[config.mk]
export PLATFORM = sky130hd
export DESIGN_NAME = vx_csr_sched
export DESIGN_NICKNAME = d
export VERILOG_FILES = /design/src/rtl/vx_csr_sched.sv
export SDC_FILE = /design/constraint.sdc
export NUM_CORES = 1
export LEC_CHECK = 0
export CORE_AREA = 2 2 145 147
export DETAILED_ROUTE_END_ITERATION = 12
export DIE_AREA = 0 0 147 149
export SLEW_MARGIN = 5
export SYNTH_ARGS = -nofsm -noshare
export SYNTH_HDL_FRONTEND = slang
export SYNTH_SLANG_ARGS = --single-unit
[constraint.sdc]
create_clock -name clk -period 1.85 [get_ports clk]
set_input_delay 0.37 -clock clk [delete_from_list [all_inputs] [get_ports clk]]
set_output_delay 0.37 -clock clk [all_outputs]
set_load 0.05 [all_outputs]
[src/rtl/vx_csr_sched.sv]
`default_nettype none
// =============================================================================
// Module  : vx_csr_sched
// Brief   : Round-robin scheduler serialising CSR read / write / set / clear
//           requests onto a single CSR storage port, one operation in flight.
//           Define VX_CSR_SCHED_PERF_EN to add the perf_stalls counter.
// Revision: 1.0 - initial release
// =============================================================================
module vx_csr_sched #(
  parameter int NUM_REQS   = 4,
  parameter int XLEN       = 32,
  parameter int ADDR_BITS  = 12,
  parameter int NW_WIDTH   = 2,
  parameter int UUID_WIDTH = 1
`ifdef VX_CSR_SCHED_PERF_EN
  , parameter int PERF_CTR_BITS = 32
`endif
) (
  input  logic                                  clk,
  input  logic                                  reset_n,

  input  logic [NUM_REQS-1:0]                   req_valid,
  output logic [NUM_REQS-1:0]                   req_ready,
  input  logic [NUM_REQS-1:0][1:0]              req_op,
  input  logic [NUM_REQS-1:0][ADDR_BITS-1:0]    req_addr,
  input  logic [NUM_REQS-1:0][NW_WIDTH-1:0]     req_wid,
  input  logic [NUM_REQS-1:0][UUID_WIDTH-1:0]   req_uuid,
  input  logic [NUM_REQS-1:0][XLEN-1:0]         req_data,

  output logic [NUM_REQS-1:0]                   rsp_valid,
  input  logic [NUM_REQS-1:0]                   rsp_ready,
  output logic [XLEN-1:0]                       rsp_data,

  output logic                                  read_enable,
  output logic [ADDR_BITS-1:0]                  read_addr,
  output logic [NW_WIDTH-1:0]                   read_wid,
  output logic [UUID_WIDTH-1:0]                 read_uuid,
  input  logic [XLEN-1:0]                       read_data_ro,
  input  logic [XLEN-1:0]                       read_data_rw,

  output logic                                  write_enable,
  output logic [ADDR_BITS-1:0]                  write_addr,
  output logic [NW_WIDTH-1:0]                   write_wid,
  output logic [UUID_WIDTH-1:0]                 write_uuid,
  output logic [XLEN-1:0]                       write_data
`ifdef VX_CSR_SCHED_PERF_EN
  , output logic [PERF_CTR_BITS-1:0]            perf_stalls
`endif
);

  localparam int c_ptr_w = (NUM_REQS > 1) ? $clog2(NUM_REQS) : 1;

  localparam logic [1:0] c_op_read  = 2'b00;
  localparam logic [1:0] c_op_write = 2'b01;
  localparam logic [1:0] c_op_set   = 2'b10;
  localparam logic [1:0] c_op_clear = 2'b11;

  typedef enum logic [1:0] {
    S_IDLE  = 2'd0,
    S_READ  = 2'd1,
    S_WRITE = 2'd2,
    S_RESP  = 2'd3
  } state_t;

  state_t                  r_state;
  state_t                  w_state_next;
  logic [c_ptr_w-1:0]      r_ptr;
  logic [c_ptr_w-1:0]      r_owner;
  logic [1:0]              r_op;
  logic [ADDR_BITS-1:0]    r_addr;
  logic [NW_WIDTH-1:0]     r_wid;
  logic [UUID_WIDTH-1:0]   r_uuid;
  logic [XLEN-1:0]         r_data;
  logic [XLEN-1:0]         r_old;

  logic                    w_found;
  logic [c_ptr_w-1:0]      w_winner;
  logic [c_ptr_w-1:0]      w_idx;
  logic                    w_skip_write;
  logic [c_ptr_w-1:0]      w_ptr_next;

  // Round-robin search starting at r_ptr; first valid requester wins.
  always_comb begin
    w_found  = 1'b0;
    w_winner = '0;
    w_idx    = '0;
    for (int i = 0; i < NUM_REQS; i++) begin
      w_idx = c_ptr_w'((int'(r_ptr) + i) % NUM_REQS);
      if (!w_found && req_valid[w_idx]) begin
        w_found  = 1'b1;
        w_winner = w_idx;
      end
    end
  end

  always_comb begin
    req_ready = '0;
    if (reset_n && (r_state == S_IDLE) && w_found) begin
      req_ready[w_winner] = 1'b1;
    end
  end

  // Set/clear with an empty mask cannot change the CSR, so no write is issued.
  assign w_skip_write = (r_op == c_op_read) || (r_op[1] && (r_data == '0));
  assign w_ptr_next   = c_ptr_w'((int'(r_owner) + 1) % NUM_REQS);

  always_comb begin
    w_state_next = r_state;
    read_enable  = 1'b0;
    write_enable = 1'b0;
    rsp_valid    = '0;
    case (r_state)
      S_IDLE: begin
        if (w_found) begin
          w_state_next = S_READ;
        end
      end
      S_READ: begin
        read_enable  = 1'b1;
        w_state_next = w_skip_write ? S_RESP : S_WRITE;
      end
      S_WRITE: begin
        write_enable = 1'b1;
        w_state_next = S_RESP;
      end
      S_RESP: begin
        rsp_valid[r_owner] = 1'b1;
        if (rsp_ready[r_owner]) begin
          w_state_next = S_IDLE;
        end
      end
      default: w_state_next = S_IDLE;
    endcase
  end

  always_comb begin
    case (r_op)
      c_op_write: write_data = r_data;
      c_op_set:   write_data = r_old | r_data;
      c_op_clear: write_data = r_old & ~r_data;
      default:    write_data = r_data;
    endcase
  end

  always_ff @(posedge clk or negedge reset_n) begin
    if (!reset_n) begin
      r_state <= S_IDLE;
      r_ptr   <= '0;
      r_owner <= '0;
      r_op    <= '0;
      r_addr  <= '0;
      r_wid   <= '0;
      r_uuid  <= '0;
      r_data  <= '0;
      r_old   <= '0;
    end else begin
      r_state <= w_state_next;
      if ((r_state == S_IDLE) && w_found) begin
        r_owner <= w_winner;
        r_op    <= req_op[w_winner];
        r_addr  <= req_addr[w_winner];
        r_wid   <= req_wid[w_winner];
        r_uuid  <= req_uuid[w_winner];
        r_data  <= req_data[w_winner];
      end
      if (r_state == S_READ) begin
        r_old <= read_data_ro | read_data_rw;
      end
      if ((r_state == S_RESP) && rsp_ready[r_owner]) begin
        r_ptr <= w_ptr_next;
      end
    end
  end

  assign rsp_data   = r_old;
  assign read_addr  = r_addr;
  assign read_wid   = r_wid;
  assign read_uuid  = r_uuid;
  assign write_addr = r_addr;
  assign write_wid  = r_wid;
  assign write_uuid = r_uuid;

`ifdef VX_CSR_SCHED_PERF_EN
  logic [PERF_CTR_BITS-1:0] r_perf_stalls;

  always_ff @(posedge clk or negedge reset_n) begin
    if (!reset_n) begin
      r_perf_stalls <= '0;
    end else if ((|req_valid) && !(|req_ready)) begin
      r_perf_stalls <= r_perf_stalls + PERF_CTR_BITS'(1);
    end
  end

  assign perf_stalls = r_perf_stalls;
`endif

endmodule
`default_nettype wire
==> impl_summary.md <==
Run status
The run finished, with violations left. The final reports fail on negative setup slack.

Floorplanning
The total die area is 21900 µm². During I/O placement, the number of pins put on the boundary was between 300 and 400. The initialized floorplan defines 53 standard-cell rows. The vertical die dimension is 149 µm. Once the floorplan was initialized, standard cells occupied between 20% and 30% of the core. The area inside the core boundary is 20600 µm². The die is between 100 and 150 µm wide.

Global route
The remaining global-route overflow is 0. The wire length of the first global-routing pass is 35700 µm. The number of global-route vias before repair was just over 6000.

The initial antenna violation count is 0. Entering global routing, the biggest net connects 88 pins. The total routing resource utilization after global routing is a little over a fifth.

Route
Before antenna repair, the detailed router went through 4 iterations. In the routed layout, each cell is associated on average with a via count of 4.87. The DRC violation count after routing is 0.

The routed via count is 6148. After detailed routing, the average wire length per cell comes to 20.6 µm. The first routing iteration left ~190 violations. The antenna violation net count after detailed routing is 0. For this block, the routed nets add up to roughly 26000 µm of wire.

STA
Setup repair after global routing could not meet its margin everywhere. The worst slew margin relative to its limit is roughly two thirds. The routed design could run at a clock period as short as 2220 ps. The number of hold-slack violations in the final timing report is 0. The setup skew after layout is about 11 ps.

After layout, the worst path uses 120% of the clock period. The worst hold margin is 109 ps. The transition time of the tightest slew-check pin is 509 ps. Once routing completed, OpenROAD measured the worst setup slack at -371 ps.

The final count of negative-setup-slack endpoints is 24. The max-slew violation count is 0. The highest attainable clock frequency is 0.450 GHz.

CTS
The TritonCTS clock tree is yes. The insertion delay of the later-clocked pin in the worst-skew pair is between 300 and 400 ps. The tree is rooted in a sky130_fd_sc_hd__clkbuf_16.

The tree built by TritonCTS fans out to 87 sinks. Clock-pin slew was measured on the worst setup and hold paths at 60 ps. In this run the number of H-tree levels came out at 3.

The TritonCTS buffer count is 9. The clock tree buffer depth is 2.

Worst setup path
The slowest stage of the critical path belongs to the cell sky130_fd_sc_hd__or3_4. The critical path in this run is classified as reg2out. The endpoint identified for the worst register-to-register timing path is r_data[13].

The worst register-to-register path has a depth of 8. The startpoint identified for the worst register-to-register timing path is r_ptr[1]. Grouping stages by cell kind, the critical path spends the most delay in simple AND/OR/NAND/NOR gates. In this run the worst setup path begins at r_ptr[1]. The worst path required time is around 1500 ps. The critical path arrival is approximately 1900 ps. The worst setup path is captured at an output port.

The maximum cell stage delay along the critical path is 430 ps. The critical path buffer and inverter count is 1. Setup slack on the worst reg-to-reg path comes out at -20 ps.

The kind of launch point of the worst setup path is a flop. The maximum fanout along the worst path is 5. Traced cell by cell, the critical path runs through mux2i_1 > nor2_1 > or3_4 > nor3_4 > buf_12.

Min path
The tightest min-delay check is of the in2async type.

Logic synthesis
The count of unique library cells instantiated by Yosys is 36. The number of instances in the synthesized netlist is ~570. Sequential cells were found to cover 40.6% of the synthesized design area.

The area of the mapped netlist is between 5000 and 6000 µm². The top cell type by total area after synthesis is sky130_fd_sc_hd__dfrtp_1. The average instance in the mapped netlist occupies 9.38 µm².

After synthesis, the largest area contributor takes up 40.6% of total cell area. For this run, the leading register cell type out of synthesis is sky130_fd_sc_hd__dfrtp_1. After synthesis the netlist holds a flip-flop and latch count of 87. Ranked by total cell area, the synthesized netlist is headed by sky130_fd_sc_hd__dfrtp_1 (41%), sky130_fd_sc_hd__mux2i_1 (18%), sky130_fd_sc_hd__a21oi_1 (9.2%), sky130_fd_sc_hd__o221ai_1 (8.0%), sky130_fd_sc_hd__nor2_1 (4.8%). After synthesis, the share of flip-flops with an asynchronous set or reset is 100%. Counting every net in the synthesized netlist gives about 850. The number of enable flip-flop cells after synthesis is 0.

The count of yosys warnings during synthesis is 0.

Placed design
The last weighted congestion value of the routability-driven placer is ~0.8. Prior to clock tree synthesis, the placed netlist has a worst setup slack of -539 ps. Summing all placed instances gives a cell area of 9500 µm². Port buffering added 373 buffers.

The detailed-placement wirelength estimate is about 18000 µm.

Power and ir drop
Overall power consumption after layout is estimated at roughly 22 mW. In this run the power density over the cells is 1910 nW/µm². The static leakage power is 4.67 nW. The peak supply drop is about 0.82 mV.

Finish
The utilization after layout is 56.2%. The number of antenna diodes in the final layout is 0. Relative to the synthesized area, the layout overhead comes to 115%. The post-layout net count is 1263. The final non-filler cell area is between 10000 and 15000 µm². The share of layout cells above drive strength 1 is 35.9%.

Job
The number of violations of the max-capacitance limit is 0.
[timing repair]
| action | 4_1_cts | 5_1_grt |
|---|---|---|
| gates resized for setup | 138 | 142 |
| hold buffers | 0 | 0 |
| endpoints found under the setup margin | 92 | 89 |
| buffers inserted | 16 | 11 |
| pin swaps | 30 | 26 |
| gates cloned | 8 | 8 |
[flip-flops by register name (all words and copies together) (netlist names)]
name       cells
r_ptr          2
r_data        32
read_wid       2
rsp_data      32
read_uuid      1
r_state        2
read_addr     12
r_owner        2
r_op           2
[power by group]
part	switching [mW]	internal, mW	leakage [nW]	total, mW
Clock	0.767	1.17	0.144	1.93
Sequential	1.26	2.84	0.997	4.10
Combinational	9.39	6.67	3.53	16.1
Total	11.4	10.7	4.67	22.1
[logic make-up (layout without fill, tap and decap cells)]
kind of cell             Yosys count  in the layout  share of synthesized area, %
AO/OA/AOI/OAI                    158            158                          18.7
buffers and inverters             64            478                          7.32
flip-flops                        87             87                          40.6
multiplexers                     101            101                          19.1
AND/OR/NAND/NOR                  153            154                          12.2
adder cells (fa/ha/maj)            9              9                          2.10
[cell type report]
cell class / instances / area [µm²]
Clock inverter: 4 / 72.6
Multi-Input combinational cell: 422 / 3810
Fill cell: 1811 / 9010
Sequential cell: 87 / 2180
Inverter: 7 / 31.3
Tap cell: 275 / 344
Timing Repair Buffer: 457 / 4880
Clock buffer: 10 / 229
[cell usage after synthesis, types with 2 or more instances]
cell	count
sky130_fd_sc_hd__a21oi_1	99
sky130_fd_sc_hd__mux2i_1	99
sky130_fd_sc_hd__dfrtp_1	87
sky130_fd_sc_hd__nor2_1	68
sky130_fd_sc_hd__nand2_1	56
sky130_fd_sc_hd__o221ai_1	49
sky130_fd_sc_hd__clkbuf_1	22
sky130_fd_sc_hd__buf_4	16
sky130_fd_sc_hd__buf_6	11
sky130_fd_sc_hd__ha_1	9
sky130_fd_sc_hd__nor4_1	7
sky130_fd_sc_hd__inv_1	6
sky130_fd_sc_hd__and2_1	5
sky130_fd_sc_hd__buf_2	5
sky130_fd_sc_hd__nor3_1	5
sky130_fd_sc_hd__o21ai_1	4
sky130_fd_sc_hd__buf_1	2
sky130_fd_sc_hd__nand2b_1	2
sky130_fd_sc_hd__nand3_1	2
sky130_fd_sc_hd__nor2b_1	2
[cells in the final DEF (no fill, tap or decap), types with 2 or more instances in the layout]
cell type | Yosys | final
sky130_fd_sc_hd__nor4_1 | 7 | 4
sky130_fd_sc_hd__clkbuf_16 | 0 | 15
sky130_fd_sc_hd__a21oi_4 | 0 | 22
sky130_fd_sc_hd__nor2_1 | 68 | 68
sky130_fd_sc_hd__mux2i_4 | 0 | 15
sky130_fd_sc_hd__nor3_4 | 0 | 5
sky130_fd_sc_hd__buf_8 | 0 | 16
sky130_fd_sc_hd__a21oi_2 | 1 | 24
sky130_fd_sc_hd__o21ai_1 | 4 | 4
sky130_fd_sc_hd__nor4_4 | 0 | 2
sky130_fd_sc_hd__nand2_1 | 56 | 54
sky130_fd_sc_hd__and2_4 | 0 | 2
sky130_fd_sc_hd__a21oi_1 | 99 | 54
sky130_fd_sc_hd__clkdlybuf4s50_1 | 0 | 264
sky130_fd_sc_hd__buf_16 | 0 | 5
sky130_fd_sc_hd__ha_1 | 9 | 7
sky130_fd_sc_hd__nor4_2 | 1 | 2
sky130_fd_sc_hd__buf_4 | 16 | 94
sky130_fd_sc_hd__nand3_1 | 2 | 2
sky130_fd_sc_hd__mux2i_1 | 99 | 57
sky130_fd_sc_hd__mux2i_2 | 0 | 27
sky130_fd_sc_hd__dfrtp_1 | 87 | 83
sky130_fd_sc_hd__o221ai_2 | 0 | 33
sky130_fd_sc_hd__bufinv_16 | 0 | 2
sky130_fd_sc_hd__buf_6 | 11 | 45
sky130_fd_sc_hd__buf_12 | 0 | 23
sky130_fd_sc_hd__dfrtp_2 | 0 | 4
sky130_fd_sc_hd__dlygate4sd2_1 | 0 | 4
sky130_fd_sc_hd__o221ai_1 | 49 | 14
sky130_fd_sc_hd__o221ai_4 | 0 | 2
sky130_fd_sc_hd__and2_1 | 5 | 4
sky130_fd_sc_hd__inv_1 | 6 | 5
[metrics by stage]
| stage | TNS [ps] | std cells |
|---|---|---|
| detailed placement | -26460 | 1214 |
| global route | -5130 | 1262 |
| CTS | -4290 | 1251 |
| finish | -2190 | 1262 |
| global placement | -25630 | 1214 |
| floorplan | -9580 | 572 |
[worst max path at each step]
stage	slack (ps)	to	cells past startpoint
finish	-370	req_ready[3]	5
global route	-450	req_ready[3]	5
CTS	-440	req_ready[3]	5
detailed placement	-540	req_ready[0]	7
global placement	-550	r_data[27]	8
floorplan	-290	write_data[0]	5
[per-layer routing]
metal,track usage [%],routed length [µm]
met4,6.15,529
met3,4.83,1670
met2,38.4,13200
met1,26.2,10700
met5,0,0
(Power assumes the default switching activity.)
